<file path="config.mk">
export PLATFORM = sky130hd
export DESIGN_NAME = i2s_in
export DESIGN_NICKNAME = d
export VERILOG_FILES = /design/src/rtl/i2s_in_pkg.sv /design/src/rtl/i2s_in_sync2.sv /design/src/rtl/i2s_in.sv
export SDC_FILE = /design/constraint.sdc
export NUM_CORES = 1
export LEC_CHECK = 0
export CAP_MARGIN = 20
export CORE_UTILIZATION = 60
export DETAILED_ROUTE_END_ITERATION = 7
export PLACE_DENSITY = 0.82
export SETUP_SLACK_MARGIN = 0.15
export SLEW_MARGIN = 20
export SYNTH_ARGS = -nofsm -noshare
export SYNTH_HDL_FRONTEND = slang
export SYNTH_SLANG_ARGS = --single-unit
</file>
<file path="constraint.sdc">
create_clock -name clk -period 3.45 [get_ports clk]
set_input_delay 0.69 -clock clk [delete_from_list [all_inputs] [get_ports clk]]
set_output_delay 0.69 -clock clk [all_outputs]
set_load 0.005 [all_outputs]
</file>
<file path="src/rtl/i2s_in_pkg.sv">
// Audio definitions shared by the I2S transmitter and receiver: sample width
// and the lrclk level that selects each channel.
package i2s_in_pkg;

    localparam int AUDIO_DW = 16;

    typedef enum logic {
        CHAN_LEFT  = 1'b0,
        CHAN_RIGHT = 1'b1
    } chan_t;

endpackage

</file>
<file path="src/rtl/i2s_in_sync2.sv">
// Two-flop synchronizer for a single asynchronous input bit.
module sync2 (
    input  logic clk,
    input  logic rst_n,
    input  logic d,
    output logic q
);

    logic meta;

    // NOTE: non-blocking assignments let both flops sample their pre-edge inputs.
    always_ff @(posedge clk or negedge rst_n) begin
        if (!rst_n) begin
            meta <= 1'b0;
            q    <= 1'b0;
        end else begin
            meta <= d;
            q    <= meta;
        end
    end

endmodule

</file>
<file path="src/rtl/i2s_in.sv">
// I2S receiver: oversamples bclk/lrclk/data on clk, assembles MSB-first words
// and presents left/right pairs once a frame stream has been acquired.
module i2s_in
    import i2s_in_pkg::*;
#(
    parameter int AUDIO_DW = i2s_in_pkg::AUDIO_DW,
    parameter int TIMEOUT  = 1024
) (
    input  logic                clk,
    input  logic                reset,
    input  logic                i2s_bclk,
    input  logic                i2s_lrclk,
    input  logic                i2s_data,
    output logic [AUDIO_DW-1:0] left_chan,
    output logic [AUDIO_DW-1:0] right_chan,
    output logic                sample_ce,
    output logic                locked,
    output logic                word_err
);

    localparam int CNT_W = $clog2(AUDIO_DW + 1);
    localparam int WD_W  = $clog2(TIMEOUT + 1);

    localparam logic [CNT_W-1:0] CNT_FULL = CNT_W'(AUDIO_DW);
    localparam logic [CNT_W-1:0] CNT_LAST = CNT_W'(AUDIO_DW - 1);
    localparam logic [WD_W-1:0]  WD_LIMIT = WD_W'(TIMEOUT);

    typedef enum logic [1:0] {
        SEARCH  = 2'd0,
        ACQUIRE = 2'd1,
        LOCKED  = 2'd2
    } state_t;

    logic bclk_s, lrclk_s, data_s;
    logic bclk_h, lrclk_h, data_h;
    logic bit_stb;

    sync2 u_sync_bclk  (.clk(clk), .rst_n(reset), .d(i2s_bclk),  .q(bclk_s));
    sync2 u_sync_lrclk (.clk(clk), .rst_n(reset), .d(i2s_lrclk), .q(lrclk_s));
    sync2 u_sync_data  (.clk(clk), .rst_n(reset), .d(i2s_data),  .q(data_s));

    // History stage; the rise strobe is registered alongside lrclk/data so the
    // capture logic sees all three from the same sample.
    always_ff @(posedge clk or negedge reset) begin
        if (!reset) begin
            bclk_h  <= 1'b0;
            lrclk_h <= 1'b0;
            data_h  <= 1'b0;
            bit_stb <= 1'b0;
        end else begin
            bclk_h  <= bclk_s;
            lrclk_h <= lrclk_s;
            data_h  <= data_s;
            bit_stb <= bclk_s & ~bclk_h;
        end
    end

    state_t              state_q, state_d;
    chan_t               lr_prev;
    logic [CNT_W-1:0]    bitcnt;
    logic [CNT_W-1:0]    bit_pos;
    logic [AUDIO_DW-1:0] shift_q;
    logic [AUDIO_DW-1:0] word;
    logic [AUDIO_DW-1:0] left_hold;
    logic [WD_W-1:0]     wd_cnt;
    logic                room;
    logic                boundary;
    logic                word_short;
    logic                timeout;
    logic                load_left;
    logic                load_pair;
    logic                flag_err;

    // Word including the bit of the current rise; bits past AUDIO_DW are dropped.
    always_comb begin
        room       = bitcnt < CNT_FULL;
        bit_pos    = CNT_LAST - bitcnt;
        word       = shift_q;
        if (room) begin
            word = shift_q | (AUDIO_DW'(data_h) << bit_pos);
        end
        boundary   = bit_stb && (lrclk_h != lr_prev);
        word_short = bitcnt < CNT_LAST;
        timeout    = wd_cnt == WD_LIMIT;
    end

    always_ff @(posedge clk or negedge reset) begin
        if (!reset) begin
            state_q <= SEARCH;
        end else begin
            state_q <= state_d;
        end
    end

    // NOTE: every output of this block is defaulted first so no path infers a latch.
    always_comb begin
        state_d   = state_q;
        load_left = 1'b0;
        load_pair = 1'b0;
        flag_err  = 1'b0;
        unique case (state_q)
            SEARCH: begin
                if (boundary && lr_prev == CHAN_RIGHT) begin
                    state_d = ACQUIRE;
                end
            end
            ACQUIRE, LOCKED: begin
                if (timeout) begin
                    state_d = SEARCH;
                end else if (boundary) begin
                    flag_err = word_short;
                    if (lr_prev == CHAN_LEFT) begin
                        load_left = 1'b1;
                    end else begin
                        load_pair = 1'b1;
                        state_d   = LOCKED;
                    end
                end
            end
            default: state_d = SEARCH;
        endcase
    end

    always_ff @(posedge clk or negedge reset) begin
        if (!reset) begin
            lr_prev    <= CHAN_LEFT;
            bitcnt     <= '0;
            shift_q    <= '0;
            left_hold  <= '0;
            left_chan  <= '0;
            right_chan <= '0;
            sample_ce  <= 1'b0;
            word_err   <= 1'b0;
        end else begin
            sample_ce <= load_pair;
            word_err  <= flag_err;
            if (bit_stb) begin
                lr_prev <= chan_t'(lrclk_h);
                if (boundary) begin
                    shift_q <= '0;
                    bitcnt  <= '0;
                end else begin
                    shift_q <= word;
                    if (room) begin
                        bitcnt <= bitcnt + 1'b1;
                    end
                end
            end
            if (load_left) begin
                left_hold <= word;
            end
            if (load_pair) begin
                left_chan  <= left_hold;
                right_chan <= word;
            end
        end
    end

    // Saturates at the limit so a long idle period keeps reporting timeout.
    always_ff @(posedge clk or negedge reset) begin
        if (!reset) begin
            wd_cnt <= '0;
        end else if (bit_stb) begin
            wd_cnt <= '0;
        end else if (!timeout) begin
            wd_cnt <= wd_cnt + 1'b1;
        end
    end

    assign locked = (state_q == LOCKED);

endmodule

</file>
==> run metrics, run 1 <==
Yosys warnings=0; nets=388; Synth Net Count=351; post-CTS setup buffers=0; crit-path max FO=3; CTS max path bufs=2; Mapped Avg Cell Area=11.47 µm²; Starting Density=61.79%; GRT Util Overall=23.29%; Yosys top cell area share=60.94%; register area share after synthesis=60.94%; P_int=2.210 mW; Vias/cell=5.658; Hold Crit Class=flop to flop; asr flop ratio synth=100.0%; Hold Vio Cnt, Final=0; post-route setup TNS=0 ns; die width=82.64 µm; number of buffers created by CTS=9; Post-synth EDFFs=0; final setup skew=0.01368 ns; core area=6314 µm²; Syn Inst Count=340; RSZ-0062 raised after global routing=false; Mapped Area=3901 µm²; Tightest Pin Transition=0.7712 ns; total net switching power=0.9305 mW; Clk Latency, worst-skew pair=0.36 ns; Max-Cap Viols=0; IO Pins=40; CTS Root Cell=clkbuf_8; layout cell share with drive strength beyond 1=12.30%; worst vdd ir=0.4361 mV; Iteration-0 DRC Markers=170; Rows=29; switching share of power=29.63%; status=complete, no violations; clock power share=22.7%; register clock-pin slew on the reported worst setup and hold paths=0.09 ns; vias in the first global route=2,465; GPL Wtd Cong=0.7927; Reg power frac=50.2%; Synth Register Bits=95; Final Cycle Share=64.23%; Pwr Density=696.2 nW/µm²; WL final=7054 µm; WL per Instance=15.37 µm; Port Buffers=39; CTS Hold Bufs=0; Synth area leaders=dfrtp_1 (61%), mux2_4 (6.2%), a21oi_1 (5.3%), nor2_1 (4.4%), o21ai_0 (3.0%); Lkg Pwr=2.084 nW; Residual DRC=0; part of the power in combinational logic=27.1%; Primary FF master, synth=dfrtp_1; via count=2,597; Slew headroom=48.59%; Crit path required time=2.76 ns; diode count=0; Inst Count DP=443; CTS tree=yes; Startpoint Class=flop; drt first pass iters=4; Area growth syn-to-layout=15.62%; pin count of the biggest net entering global routing=66; kind of critical path=flop to output port; Fmax=451.2 MHz; largest area contributor in the netlist=dfrtp_1; Worst Path Arrival=1.53 ns; CP endpoint kind=output port; H-tree Lvls=3; total grt overflow=0; filler instances=451; initial antenna violation count=0; cts repair resizes=0; Post-DP HPWL=4674 µm; DIE AREA=6829 µm²; final non-filler cell total=459; post-route ant nets=0; Sink Count=95; Slew Limit Fails=0; first-pass GRT wire length=11,740 µm; fin crit period=2.216 ns; DIE HEIGHT=82.64 µm; Cell variety after synth=37; setup violators final=0
-- power by group through the flow --
stage	registers, mW	logic, mW	clock network, mW
floorplan	1.54	0.520	0
global placement	1.58	0.812	0
detailed placement	1.60	0.846	0
CTS	1.58	0.862	0.723
global route	1.61	0.961	0.761
finish	1.58	0.851	0.713
-- layout make-up --
| class | count | area [µm²] | area share (%) |
|---|---|---|---|
| repair buffers | 43 | 417.9 | 9.265 |
| clock buffers | 9 | 123.9 | 2.746 |
| well taps | 77 | 96.34 | 2.136 |
| flip-flops and latches | 95 | 2377 | 52.70 |
| clock inverters | 7 | 71.32 | 1.581 |
| inverters | 8 | 30.03 | 0.6657 |
| multi-input cells | 220 | 1394 | 30.90 |
-- synth_stat cells (2+ instances only) --
cell / n
a21oi_1: 41
a31oi_1: 11
and2_1: 2
and3_1: 3
buf_2: 4
clkbuf_1: 7
clkbuf_2: 2
dfrtp_1: 95
ha_1: 6
inv_1: 8
mux2_2: 2
mux2_4: 16
nand2_1: 25
nand2b_1: 3
nand3_1: 6
nand4_1: 2
nor2_1: 46
nor2b_1: 4
nor3_1: 6
nor3b_2: 2
nor4_4: 2
o21ai_0: 23
or3_1: 3
xnor2_1: 3
xor2_1: 6
-- worst max-delay path: stages (launching register included) --
cell	delay, ns
dfrtp_1	0.39
inv_1	0.10
ha_1	0.16
clkdlybuf4s50_1	0.51
-- logic make-up after synthesis --
kind of cell,synth area share (%)
AOI/OAI and AO/OA,11.13
xor gates and xnor gates,2.021
adders and majority gates,1.924
buffers and inverters,3.496
DFF,60.94
muxes,6.992
and+or+nand+nor,13.50
-- through the flow --
step / instance area [µm²] / util, % / setup slack (ns) / total power [mW] / hold slack (ns)
CTS: 4511 / 71.44 / 1.223 / 3.161 / 0.3577
global route: 4511 / 71.44 / 1.186 / 3.337 / 0.3673
global placement: 4315 / 68.35 / 1.422 / 2.393 / 0.3337
finish: 4511 / 71.44 / 1.234 / 3.140 / 0.3536
detailed placement: 4315 / 68.35 / 1.376 / 2.445 / 0.3357
floorplan: 3901 / - / 1.779 / 2.061 / 0.3312
-- state kept, by name (all words and copies together), names as in the netlist, 2 cells and up --
name / cells
bitcnt: 5
left_chan: 16
left_hold: 16
right_chan: 16
shift_q: 16
state_q: 2
wd_cnt: 11
-- layout by cell type, fill, tap and decap left out, drive strengths merged, types with 4 or more instances in the layout --
cell           instances
o21ai                 23
a31oi                 11
clkbuf                 9
nand3                  6
mux2                  18
inv                    9
nor2                  46
clkinv                 5
clkdlybuf4s50         38
a21oi                 41
nand2                 25
ha                     6
xor2                   6
nor3                   7
dfrtp                 95
nor2b                  4
buf                    5
-- worst paths after layout --
| path | start | end | slack [ns] | cells after the start |
|---|---|---|---|---|
| hold / removal | u_sync_data.meta$_DFF_PN0_ | u_sync_data.q$_DFF_PN0_ | 0.35 | 0 |
| setup / recovery | state_q[0]$_DFFE_PN0P_ | locked | 1.23 | 3 |
| setup reg to reg | wd_cnt[3]$_DFFE_PN0P_ | right_chan[9]$_DFFE_PN0P_ | 1.37 | 3 |
| hold reg to reg | u_sync_data.meta$_DFF_PN0_ | u_sync_data.q$_DFF_PN0_ | 0.35 | 0 |
| min in group asynchronous | reset | left_chan[13]$_DFFE_PN0P_ | 0.39 | 1 |
| max in group asynchronous | reset | left_chan[9]$_DFFE_PN0P_ | 2.32 | 2 |
-- metal layers --
metal / wire length [µm] / vias to the layer above / global-route usage [%] / part of all wire, %
met2: 3417 / 65 / 35.04 / 48
met3: 296 / 6 / 3.736 / 4.2
li1: - / 1236 / - / -
met5: 0 / - / 0 / 0
met1: 3272 / 1290 / 34.05 / 46
met4: 68 / 0 / 9.138 / 0.96
(Power assumes the default switching activity.)
==> inputs of run 2 (changes only) <==
CORE_UTILIZATION = 51   (was 60)
PLACE_DENSITY = 0.74   (was 0.82)
clock period = 1.85 ns   (was 3.45 ns; I/O delays follow)
==> run 2 against run 1 <==
  * Critical path depth grew 1
  * Worst hold slack improved by 0.0038 ns
  * Via count grew 6.5%
  * Die area is 17% higher
  * Worst setup slack lost 1.1 ns
  * Register-to-register slack got worse by 1.3 ns
  * Critical path type is now flop to flop
  * Critical endpoint is now left_chan[9]$_DFFE_PN0P_
  * Largest cell class unchanged
==> run metrics, run 2 (synthesis results as in run 1) <==
layout cell share with drive strength beyond 1=21.93%; diode count=0; IO Pins=40; number of buffers created by CTS=9; CTS Root Cell=clkbuf_8; commonest non-fill, non-tap cell in the layout=dfrtp_1; DIE HEIGHT=89.46 µm; Hold WS=0.3574 ns; register clock-pin slew on the reported worst setup and hold paths=0.10 ns; Sink Count=95; GPL Wtd Cong=0.7841; Rows=31; Startpoint Class=flop; CP endpoint kind=flop; crit-path max FO=21; pin count of the biggest net entering global routing=36; die width=89.46 µm; final non-filler cell area=4965 µm²; worst vdd ir=0.6142 mV; Worst Path Arrival=2.01 ns; Worst Reg2Reg Path Length in Cells=4; fin crit period=1.751 ns; nets=421; status=complete, no violations; Inst Count DP=480; initial antenna violation count=0; Hold Crit Class=flop to flop; CP Launch Point=wd_cnt[9]$_DFFE_PN0P_; hold path startpoint=u_sync_bclk.meta$_DFF_PN0_; internal reg-to-reg setup slack=0.1 ns; Vias/cell=5.379; Worst Hold Depth=0; via count=2,765; Residual DRC=0; kind of critical path=flop to flop; Slew headroom=63.92%; Crit path required time=2.11 ns; Max-Cap Viols=0; Slew Limit Fails=0; Hold Vio Cnt, Final=0; core area=7331 µm²; DIE AREA=8003 µm²; total grt overflow=0; GRT Util Overall=21.84%; WL per Instance=15.28 µm; Post-DP HPWL=5059 µm; Port Buffers=39; drt first pass iters=4; commonest non-fill, non-tap cells in the layout=dfrtp_1 (94), nor2_1 (45), a21oi_1 (40); post-route setup TNS=0 ns; Pwr Density=1266 nW/µm²; Iteration-0 DRC Markers=184; post-route ant nets=0; Clk Latency, worst-skew pair=0.38 ns; final setup skew=0.01196 ns; Tightest Pin Transition=0.5391 ns; WL final=7852 µm; RSZ-0062 raised after global routing=true; worst hold endpoint=u_sync_bclk.q$_DFF_PN0_; Starting Density=53.22%; worst r2r src=wd_cnt[9]$_DFFE_PN0P_; vias in the first global route=2,749; Lkg Pwr=2.312 nW; placed inst area=4518 µm²; setup violators final=0; CTS max path bufs=2; first-pass GRT wire length=12,730 µm; H-tree Lvls=3; Final Cycle Share=94.63%; Fmax=571.2 MHz; Crit Reg-Reg Endpoint=left_chan[9]$_DFFE_PN0P_; final non-filler cell total=514; Area growth syn-to-layout=27.26%; CTS tree=yes
run 2: what timing repair did:
item	CTS	global route
gates cloned	0	2
resized for setup	4	19
setup endpoints to repair	21	28
pin swaps	2	2
hold buffers	1	0
setup buffers	7	8
hold endpoints to repair	33	0
run 2: where the power goes:
part           internal [mW]  switching, mW  total, mW
registers               2.58          0.333       2.91
clock network          0.529          0.808       1.34
logic                   1.21          0.828       2.04
run 2: how the worst max path moves through the flow:
| stage | endpoint | slack, ns | cells past startpoint |
|---|---|---|---|
| after floorplan | left_chan[0]$_DFFE_PN0P_ | 0.18 | 6 |
| after global placement | state_q[0]$_DFFE_PN0P_ | 0.12 | 5 |
| after detailed placement | left_chan[9]$_DFFE_PN0P_ | 0.10 | 6 |
| final | left_chan[9]$_DFFE_PN0P_ | 0.1 | 4 |
| after global routing | left_chan[8]$_DFFE_PN0P_ | 0.06 | 4 |
| after CTS | left_chan[9]$_DFFE_PN0P_ | 0.14 | 6 |
run 2: critical path, cell delays in order (launching register included):
cell,delay [ns]
dfrtp_1,0.45
nor4_4,0.32
a311o_4,0.37
buf_12,0.19
mux2_4,0.31
run 2: final cells by class:
cell class	count	area, µm²
clock inverter	7	76.32
fill	536	2366
timing repair buffer	76	784.5
clock buffer	9	123.9
inverter	8	32.53
tap	99	123.9
multi-input combinational	220	1445
sequential	95	2379
run 2: through the flow:
| step | util (%) | setup WS (ns) | total power [mW] |
|---|---|---|---|
| finish | 67.72 | 0.09929 | 6.287 |
| global route | 67.72 | 0.06450 | 6.691 |
| CTS | 65.22 | 0.1365 | 6.042 |
| detailed placement | 61.63 | 0.1039 | 4.684 |
| global placement | 61.63 | 0.1173 | 4.592 |
| floorplan | - | 0.1787 | 3.844 |
run 2: metal layers:
metal	GRT usage (%)	routed length, µm	up-vias	share of wire [%]
met5	0	0	-	0
met4	10.53	237	0	3.0
met3	5.263	172	21	2.2
met2	36.09	4068	47	52
met1	27.13	3374	1394	43
li1	-	-	1303	-
==> inputs of run 3 (changes only) <==
ABC_CLOCK_PERIOD_IN_PS = 1850   (was not set)
==> results of run 3 <==
The final DEF is identical to that of run 2; final timing and power are the same.
